**src/rtl/vx_cache_perf_agg.sv**
```systemverilog
// Multi-bank cache performance-counter aggregator.
// Per-bank event strobes are population-counted, registered (stage 1), and
// added into one CTR_WIDTH counter per event (stage 2). A four-phase
// snap_req/snap_ack handshake freezes a coherent copy of all counters.
// Build option: define PERF_PREFETCH_CTRS_EN to add the three prefetch
// events (NUM_EVT = 11); otherwise NUM_EVT = 8.
module vx_cache_perf_agg #(
  parameter int unsigned NUM_BANKS     = 4,
  parameter int unsigned CTR_WIDTH     = 44,
  parameter int unsigned SATURATE      = 0,
  parameter int unsigned CLEAR_ON_SNAP = 0,
`ifdef PERF_PREFETCH_CTRS_EN
  localparam int unsigned NUM_EVT      = 11
`else
  localparam int unsigned NUM_EVT      = 8
`endif
) (
  input  logic                           clk,
  input  logic                           reset_n,
  input  logic                           enable,
  input  logic                           clear,
  input  logic [NUM_EVT*NUM_BANKS-1:0]   events,
  output logic [NUM_EVT*CTR_WIDTH-1:0]   ctr_live,
  output logic [NUM_EVT-1:0]             ovf,
  input  logic                           snap_req,
  output logic                           snap_ack,
  output logic [NUM_EVT*CTR_WIDTH-1:0]   snap_data
);

  localparam int unsigned IW = $clog2(NUM_BANKS + 1);

  typedef enum logic {StIdle, StHold} snap_state_e;

  snap_state_e          state_q;
  logic [IW-1:0]        inc_d  [NUM_EVT];
  logic [IW-1:0]        inc_q  [NUM_EVT];
  logic [CTR_WIDTH-1:0] ctr_d  [NUM_EVT];
  logic [CTR_WIDTH-1:0] ctr_q  [NUM_EVT];
  logic [CTR_WIDTH-1:0] snap_q [NUM_EVT];
  logic [NUM_EVT-1:0]   ovf_d;
  logic [NUM_EVT-1:0]   ovf_q;
  logic                 capture;

  // A capture edge is any edge seen in IDLE with the request raised.
  assign capture = (state_q == StIdle) && snap_req;

  // Population count of each event's bank strobes.
  always_comb begin
    for (int e = 0; e < NUM_EVT; e++) begin
      inc_d[e] = '0;
      for (int b = 0; b < NUM_BANKS; b++) begin
        inc_d[e] = inc_d[e] + IW'(events[e*NUM_BANKS+b]);
      end
    end
  end

  // Stage 1: enable gates only this capture; clear flushes pending increments.
  always_ff @(posedge clk or negedge reset_n) begin
    if (!reset_n) begin
      for (int e = 0; e < NUM_EVT; e++) inc_q[e] <= '0;
    end else begin
      for (int e = 0; e < NUM_EVT; e++) begin
        if (clear || !enable) inc_q[e] <= '0;
        else                  inc_q[e] <= inc_d[e];
      end
    end
  end

  // Stage 2 next state: clear beats snapshot-clear beats the normal add.
  always_comb begin
    logic [CTR_WIDTH:0] sum;
    sum   = '0;
    ovf_d = ovf_q;
    for (int e = 0; e < NUM_EVT; e++) begin
      sum      = {1'b0, ctr_q[e]} + (CTR_WIDTH+1)'(inc_q[e]);
      ctr_d[e] = ctr_q[e];
      if (clear) begin
        ctr_d[e] = '0;
        ovf_d[e] = 1'b0;
      end else if (capture && (CLEAR_ON_SNAP != 0)) begin
        // Restart from the pending increment so no event is lost.
        ctr_d[e] = CTR_WIDTH'(inc_q[e]);
        ovf_d[e] = 1'b0;
      end else if (sum[CTR_WIDTH]) begin
        if (SATURATE != 0) begin
          ctr_d[e] = '1;
        end else begin
          ctr_d[e] = sum[CTR_WIDTH-1:0];
          ovf_d[e] = 1'b1;
        end
      end else begin
        ctr_d[e] = sum[CTR_WIDTH-1:0];
      end
    end
  end

  // Counter and sticky overflow registers.
  always_ff @(posedge clk or negedge reset_n) begin
    if (!reset_n) begin
      for (int e = 0; e < NUM_EVT; e++) ctr_q[e] <= '0;
      ovf_q <= '0;
    end else begin
      for (int e = 0; e < NUM_EVT; e++) ctr_q[e] <= ctr_d[e];
      ovf_q <= ovf_d;
    end
  end

  // Snapshot FSM with registered ack; snap_data takes the pre-add, pre-clear values.
  always_ff @(posedge clk or negedge reset_n) begin
    if (!reset_n) begin
      state_q  <= StIdle;
      snap_ack <= 1'b0;
      for (int e = 0; e < NUM_EVT; e++) snap_q[e] <= '0;
    end else begin
      unique case (state_q)
        StIdle: begin
          if (snap_req) begin
            state_q  <= StHold;
            snap_ack <= 1'b1;
            for (int e = 0; e < NUM_EVT; e++) snap_q[e] <= ctr_q[e];
          end
        end
        StHold: begin
          if (!snap_req) begin
            state_q  <= StIdle;
            snap_ack <= 1'b0;
          end
        end
        default: begin
          state_q  <= StIdle;
          snap_ack <= 1'b0;
        end
      endcase
    end
  end

  // Flatten internal arrays onto the packed output buses.
  for (genvar g = 0; g < NUM_EVT; g++) begin : g_pack
    assign ctr_live[g*CTR_WIDTH +: CTR_WIDTH]  = ctr_q[g];
    assign snap_data[g*CTR_WIDTH +: CTR_WIDTH] = snap_q[g];
  end

  assign ovf = ovf_q;

endmodule

```
**config.mk**
```make
export PLATFORM = sky130hd
export DESIGN_NAME = vx_cache_perf_agg
export DESIGN_NICKNAME = d
export VERILOG_FILES = /design/src/rtl/vx_cache_perf_agg.sv
export SDC_FILE = /design/constraint.sdc
export NUM_CORES = 1
export LEC_CHECK = 0
export ABC_AREA = 1
export CAP_MARGIN = 15
export CORE_ASPECT_RATIO = 0.75
export CORE_MARGIN = 10
export CORE_UTILIZATION = 37
export CTS_CLUSTER_DIAMETER = 80
export DETAILED_ROUTE_END_ITERATION = 12
export DONT_BUFFER_PORTS = 1
export SLEW_MARGIN = 10
export SYNTH_ARGS = -nofsm -noshare
export SYNTH_HDL_FRONTEND = slang
export SYNTH_SLANG_ARGS = --single-unit
```
**constraint.sdc**
```tcl
create_clock -name clk -period 2.9 [get_ports clk]
set_clock_uncertainty 0.1 [all_clocks]
set_input_delay 0.58 -clock clk [delete_from_list [all_inputs] [get_ports clk]]
set_output_delay 0.58 -clock clk [all_outputs]
set_load 0.01 [all_outputs]
```
Word-level counts from Yosys, hierarchy flattened

Index checks and enable logic that the tools add are counted.

Add/subtract/negate cells: 32
Equality and inequality tests: 2
Multiplexer cells: 36
Bitwise logic cells: 1
Reductions and logical operators: 12

Operators with widths:

| operator           | number |
|---|---|
| $add 44x3->45      | 8 |
| $mux 44            | 8 |
| $add 2x1->3        | 8 |
| $add 3x1->3        | 8 |
| $mux 3             | 8 |
| $mux 1             | 19 |
| $add 1x1->2        | 8 |
| $reduce_bool 2->1  | 8 |
| $ne 2x2->1 const B | 2 |
| $reduce_and 2->1   | 2 |
| $pmux 1 s2         | 1 |
| $logic_not 1->1    | 1 |
| $logic_or 1x1->1   | 1 |
| $not 1->1          | 1 |

Flip-flop bits (word level): 738
Input port bits: 37
Output and inout bits: 713
Word-level logic and storage cells: 117

Logic depth before layout (Yosys ltp)

Gate-level depths: netlist (run 1).

Depth after elaboration: 4
Gate-level depth with buffers: 12
Mapped depth without buffers: 12

Worst setup path after synthesis (run 1)

OpenSTA, ideal clock, no wires.

Path type: flip-flop to flip-flop
Start: register ctr_q, in the netlist ctr_live[0]
End: register ctr_q, in the netlist ctr_live[28]
Library setup time: 121 ps
Arrival: 1762 ps
Data required time: 2679 ps
Setup slack: 917 ps
Stages on the path, launching flop included: 13
Buffers on the path: 0
Clock period less this slack: 1983 ps
Path through: dfrtp_1 > ha_1 > fa_1 > nand3_1 > nand2_1 > nand2_2 > inv_2 > nand2_2 > inv_2 > nand2_1 > nand2_1 > nand2_1 > nor2_1

RTL lines:

| what               | line | source |
|---|---|---|
| start: declaration | 38   | `logic [CTR_WIDTH-1:0] ctr_q [NUM_EVT];` |

==> out/results.ini, run 1 <==
[final_layout]
final_cell_count_no_fill = 6041
final_area_um2 = 41120
area_delta_synth_final_pct = 11.92
drive_above_1_share_pct = 10.25
num-nets-final = 4742
fill_cells = 10022

[clock_network]
cts_root_buffer = clkbuf_16
cts_setup_buffers = 0
cts_tree = done
clockBufferDepth = 3
cts.sinks = 738
clk_latency_ns = 0.67
cts_buffers = 82
cts_hold_buf = 3
path_clk_slew_ns = 0.06
cts_max_level = 3
cts_resized = 0

[timing]
finalCritPeriodShare_pct = 80.10
whs_ns = -0.4710
finalMaxSlewViolations = 397
finalSetupTns_ns = 0
rsz0062_at_grt = no
setup_viol = 0
min_period_ns = 2.323
max_slew.worst_pin.slew_ns = 2.972
slew_headroom_pct = -98.12
fmax_ghz = 0.4305
hold_viol_final = 406

[die]
die-width_um = 383.8
start_util_pct = 37.17
dieArea_um2 = 112400
io_pins = 750
placementRows = 100
core_area_um2 = 98840
die_h_um = 292.9

[run_status]
status = finished, violations left
violations = hold timing, slew limit

[worst_setup_path]
cp_max_fo = 8
cp.required_ns = 3.34
startpoint_type = register
rr_startpoint = ctr_live[132]
crit_path_start = ctr_live[132]
path_class = register to register
cp-end-kind = register
cp_data_arrival_time_ns = 2.76

[pwr]
intPower_uw = 17370
peakVddDrop_uv = 411.9
clockPowerShare_pct = 47.1
p_switching_uw = 5808
p_sw_share_pct = 25.06
power.density_nw_per_um2 = 563.6
total_leakage_power_uw = 0.01787
power_frac_seq_pct = 49.0
p_comb_share_pct = 3.9

[routing]
vias_per_cell = 5.194
antenna_left = 0
initialDrtViolationCount = 2962
dr.pass1.iters = 6
route.detailed.drc = 0
wl_per_cell_um = 22.41
vias = 31375
wl_um = 135400

[synth]
syn_nets = 4725
synth_cell_types = 34
ys_ff_latch = 738
synth_area_per_cell_um2 = 7.933
synth_area_um2 = 36740
synth_warnings = 0
ys_seq_area_share_pct = 50.27
syn_inst = 4631

[run]
drv_cap = 0

[global_routing]
antenna_found_initial = 9
grt_overflow_total = 0
grt_max_degree = 739
grt_pass1_vias = 29186
track_usage_pct = 23.08
grt_pass1_wl_um = 197900

[place]
dpl_cell_area_um2 = 38300
gp_congestion = 0.9702
dp_cells = 5887
hpwl_um = 102500
numPortBuffers = 0

[min_path]
hold_path_class = primary input to asynchronous set/reset pin

## power by group through the flow
stage | registers [µW] | clock network [µW] | logic, µW
floorplan | 11300 | 0 | 689
CTS | 11400 | 11200 | 913
detailed placement | 11600 | 0 | 857
global route | 11400 | 11500 | 1040
global placement | 11600 | 0 | 834
finish | 11300 | 10900 | 904
## cells in the final DEF, fill, tap and decap left out, types with 7 or more instances in the layout
| master | netlist | final |
|---|---|---|
| buf_4 | 0 | 26 |
| nor3_1 | 47 | 47 |
| nand4_1 | 14 | 14 |
| nor2_4 | 36 | 36 |
| o21ai_0 | 111 | 111 |
| mux2_2 | 158 | 158 |
| fa_1 | 16 | 16 |
| nor2_2 | 52 | 52 |
| xor2_1 | 15 | 15 |
| ha_1 | 41 | 40 |
| nor2_1 | 1125 | 1125 |
| clkbuf_1 | 39 | 10 |
| clkinvlp_4 | 0 | 7 |
| inv_1 | 371 | 371 |
| dfrtp_1 | 738 | 738 |
| a21oi_1 | 341 | 341 |
| inv_2 | 10 | 9 |
| nand3b_1 | 8 | 8 |
| clkbuf_8 | 0 | 8 |
| bufinv_16 | 0 | 9 |
| clkinv_2 | 0 | 18 |
| nand2_1 | 1124 | 1123 |
| clkbuf_16 | 0 | 83 |
| inv_6 | 0 | 10 |
| nand3_1 | 238 | 238 |
| a31oi_1 | 8 | 8 |
| nand2_2 | 34 | 35 |
| buf_12 | 0 | 7 |
## sequential cells by signal (all words and copies together) (netlist names)
name / count
state_q: 1
snap_data: 352
snap_ack: 1
ovf: 8
inc_q: 24
ctr_live: 352
## metal layers
layer,vias to the layer above,global-route usage (%),routed length [µm]
li1,14787,-,-
met1,15119,30.84,57720
met2,1257,34.23,57960
met3,212,8.593,15110
met4,0,7.631,4572
met5,-,0,0
## kinds of logic (layout without fill, tap and decap cells)
logic type	count (synthesis)	after routing	synth area share (%)
adders and majority gates	57	57	2.268
xor gates and xnor gates	18	18	0.4292
AOI/OAI and AO/OA	475	475	6.570
buffers and inverters	484	565	5.139
DFF	738	738	50.27
muxes	158	158	4.843
and+or+nand+nor	2701	2701	30.48
other	0	3	0
## through the flow
stage / hold WS (ns) / setup WS [ns] / power [µW] / util, %
floorplan: 0.1844 / 0.9165 / 11990 / -
global placement: 0.2231 / 0.6483 / 12390 / 38.74
detailed placement: 0.2239 / 0.6224 / 12410 / 38.74
CTS: -0.5092 / 0.5807 / 23470 / 41.59
global route: -0.5151 / 0.3655 / 23990 / 41.59
finish: -0.4710 / 0.5771 / 23170 / 41.60
## final cells by class
| cell class | count | area (µm²) | area share, % |
|---|---|---|---|
| sequential | 738 | 18470 | 44.92 |
| multi-input combinational | 3409 | 16400 | 39.88 |
| clock buffer | 101 | 2225 | 5.411 |
| tap | 1326 | 1659 | 4.035 |
| inverter | 381 | 1438 | 3.496 |
| clock inverter | 47 | 541.8 | 1.318 |
| timing repair buffer | 36 | 382.9 | 0.9312 |
| antenna | 3 | 7.507 | 0.01826 |
## worst max-delay path, stage by stage, from the launching register on
cell and delay, ns:
dfrtp_1 0.49, ha_1 0.34, fa_1 0.30, nand3_1 0.09, nand2_1 0.14, nand2_2 0.15, nor2_4 0.27, nand2_1 0.13
o21ai_1 0.14, nor2_1 0.05
## cell usage after synthesis, drive strengths merged
library cell	number	area [µm²]
inv	381	1430
nor3	50	265.3
mux2	158	1779
or2	1	6.260
xor2	15	131.4
ha	41	513.0
clkbuf	39	146.4
nand3	244	1251
nor3b	3	22.52
a211oi	6	45.04
xnor2	3	26.28
buf	64	311.5
o21ai	117	585.6
a31oi	8	50.05
nand3b	8	60.06
nand4	14	87.58
nor2b	1	6.260
a21oi	344	1733
fa	16	320.3
nand2	1161	4466
and2	3	18.77
nor2	1216	5014
dfrtp	738	18470
## worst paths after layout
check                      slack, ns  depth (start not counted)              to
setup / recovery                0.58                          9   ctr_live[156]
hold / removal                 -0.47                          0   snap_data[53]
setup reg to reg                0.58                          9   ctr_live[156]
hold reg to reg                 0.35                          1        snap_ack
max in group asynchronous       0.84                          0  snap_data[284]
min in group clk                0.05                          3    ctr_live[81]
Power figures use the tool's default switching activity.
==> run 2: changes to the inputs <==
- clock period: 2.9 -> 2.41 ns (I/O delays scaled with it)
==> out/results.ini, run 2 (synthesis gave the netlist of run 1 again) <==
[run_status]
status = finished, violations left  ; unchanged
violations = hold timing, slew limit  ; unchanged

[worst_setup_path]
reg2reg_to = ctr_live[256]  ; was ctr_live[156]
cp_top_family = simple AND/OR/NAND/NOR gates  ; unchanged
crit_top_cell = nand2_1  ; unchanged
rr_startpoint = ctr_live[220]  ; was ctr_live[132]
cp-end-kind = register  ; unchanged
path_cells = ha_1 -> fa_1 -> nand3_1 -> nand2_1 -> nand2_4 -> nor2_8 -> nand3_2 -> nand2_1 -> nand2_1 -> nor2_1  ; was ha_1 -> fa_1 -> nand3_1 -> nand2_1 -> nand2_2 -> nor2_4 -> nand2_1 -> o21ai_1 -> nor2_1
reg2regPathDepth = 10  ; was 9
reg2reg_slack_ns = 0.21  ; was 0.58 ns
path_class = register to register  ; unchanged
critPathSlowestCell = dfrtp_1  ; unchanged
slowest_delay_ns = 0.43  ; was 0.49 ns
cp_max_fo = 8  ; unchanged
cp_data_arrival_time_ns = 2.67  ; was 2.76 ns
path_buf_inv = 0  ; unchanged
cp.required_ns = 2.88  ; was 3.34 ns
startpoint_type = register  ; unchanged

[final_layout]
register_area_um2 = 18470  ; unchanged
mostFrequentLayoutCell = nor2_1  ; unchanged
fill_cells = 10012  ; was 10022
drive_above_1_share_pct = 11.12  ; was 10.25%
finalCoreUtilization_pct = 42.06  ; was 41.60%
num-nets-final = 4805  ; was 4742
final_area_um2 = 41570  ; was 41120 µm²
multi_input_area_um2 = 16400  ; about the same
mostFrequentLayoutCells = nor2_1, nand2_1, dfrtp_1  ; unchanged
area_delta_synth_final_pct = 13.17  ; was 11.92%

[routing]
vias_per_cell = 5.149  ; was 5.194
highest_layer = met5  ; was met4
route.detailed.drc = 0  ; unchanged
wl_um = 135600  ; was 135400 µm
dr.pass1.iters = 5  ; was 6
met3_length_um = 13760  ; was 15110 µm
wl_per_cell_um = 22.22  ; was 22.41 µm
wl_met2_um = 58570  ; was 57960 µm
initialDrtViolationCount = 2873  ; was 2962
antenna_left = 0  ; unchanged
wl_met1_um = 59730  ; was 57720 µm
vias = 31427  ; was 31375

[timing]
finalCritPeriodShare_pct = 91.21  ; was 80.10%
fmax_ghz = 0.4549  ; was 0.4305 GHz
finalSetupTns_ns = 0  ; unchanged
max_slew.worst_pin.slew_ns = 1.795  ; was 2.972 ns
rsz0062_at_grt = no  ; unchanged
min_period_ns = 2.198  ; was 2.323 ns
finalWorstSetupSlack_ns = 0.2118  ; was 0.5771 ns
finalMaxSlewViolations = 362  ; was 397
whs_ns = -0.5615  ; was -0.4710 ns
hold_viol_final = 738  ; was 406
slew_headroom_pct = -19.65  ; was -98.12%
setup_viol = 0  ; unchanged

[clock_network]
cts_hold_buf = 12  ; was 3
cts_max_level = 3  ; unchanged
path_clk_slew_ns = 0.06  ; about the same
cts_tree = done  ; unchanged
cts.sinks = 738  ; unchanged
cts_root_buffer = clkbuf_16  ; unchanged
cts_buffers = 82  ; unchanged
clk_latency_ns = 0.67  ; about the same
clockBufferDepth = 3  ; unchanged
cts_setup_buffers = 0  ; unchanged

[global_routing]
grt_pass1_wl_um = 200800  ; was 197900 µm
grt_overflow_total = 0  ; unchanged
grt_pass1_vias = 29524  ; was 29186
grt_max_degree = 739  ; unchanged
antenna_found_initial = 6  ; was 9
track_usage_pct = 23.23  ; was 23.08%

[place]
gp_congestion = 0.9646  ; was 0.9702
pre_cts_ws_ns = 0.2305  ; was 0.6224 ns
numPortBuffers = 0  ; unchanged
hpwl_um = 103600  ; was 102500 µm
dpl_cell_area_um2 = 38750  ; was 38300 µm²

[die]
placementRows = 100  ; unchanged
die-width_um = 383.8  ; unchanged
dieArea_um2 = 112400  ; unchanged
core_area_um2 = 98840  ; unchanged
start_util_pct = 37.17  ; unchanged
io_pins = 750  ; unchanged
die_h_um = 292.9  ; unchanged

[pwr]
peakVddDrop_uv = 440.5  ; was 411.9 µV
total_leakage_power_uw = 0.01818  ; was 0.01787 µW
power.density_nw_per_um2 = 662.6  ; was 563.6 nW/µm²

[min_path]
hold_path_class = primary input to asynchronous set/reset pin  ; unchanged

[run]
drv_cap = 0  ; unchanged

[run 2: changes by cell type in the layout (fill, tap and decap cells not counted), moves of 3 or more]
cell / before / now
buf_4: 26 / 76
dlygate4sd3_1: 2 / 11
clkbuf_1: 10 / 16
clkinv_2: 18 / 13
buf_12: 7 / 11
bufinv_16: 9 / 5
clkbuf_8: 8 / 11
[run 2: timing repair]
item	in CTS	in global routing
endpoints found under the hold margin	861	738
endpoints found under the setup margin	0	1
gates resized for setup	0	1
[run 2: metal layers]
layer | track usage, % | vias to the layer above
li1 | - | 14885
met1 | 32.14 | 15169
met2 | 34.58 | 1198
met3 | 7.875 | 173
met4 | 5.782 | 2
met5 | 0 | -
[run 2: area by class of cell]
type                    instances  area share, %
inverters                     381          3.458
diodes                          3        0.01806
clock buffers                 109          5.444
well taps                    1326          3.991
flip-flops and latches        738          44.42
clock inverters                38         0.9902
multi-input cells            3409          39.44
repair buffers                 99          2.233
[run 2: metrics by stage]
step	power, µW	std cells
6_report	27550	6103
5_1_grt	28610	6101
4_1_cts	27940	6100
3_5_place_dp	14970	5941
3_3_place_gp	14940	5941
2_1_floorplan	14420	4631
[run 2: worst max path at each step]
stage	startpoint	end	slack, ns	depth (start not counted)
after global routing	ctr_live[220]	ctr_live[256]	0.05	10
after floorplan	ctr_live[0]	ctr_live[28]	0.43	12
after global placement	ctr_live[44]	ctr_live[62]	0.27	11
final	ctr_live[220]	ctr_live[256]	0.21	10
after detailed placement	ctr_live[220]	ctr_live[260]	0.23	10
after CTS	ctr_live[220]	ctr_live[260]	0.19	10
[run 2: where the power goes]
part | switching [µW] | internal, µW | total, µW
logic | 692 | 459 | 1150
registers | 762 | 12900 | 13600
clock network | 5540 | 7220 | 12800
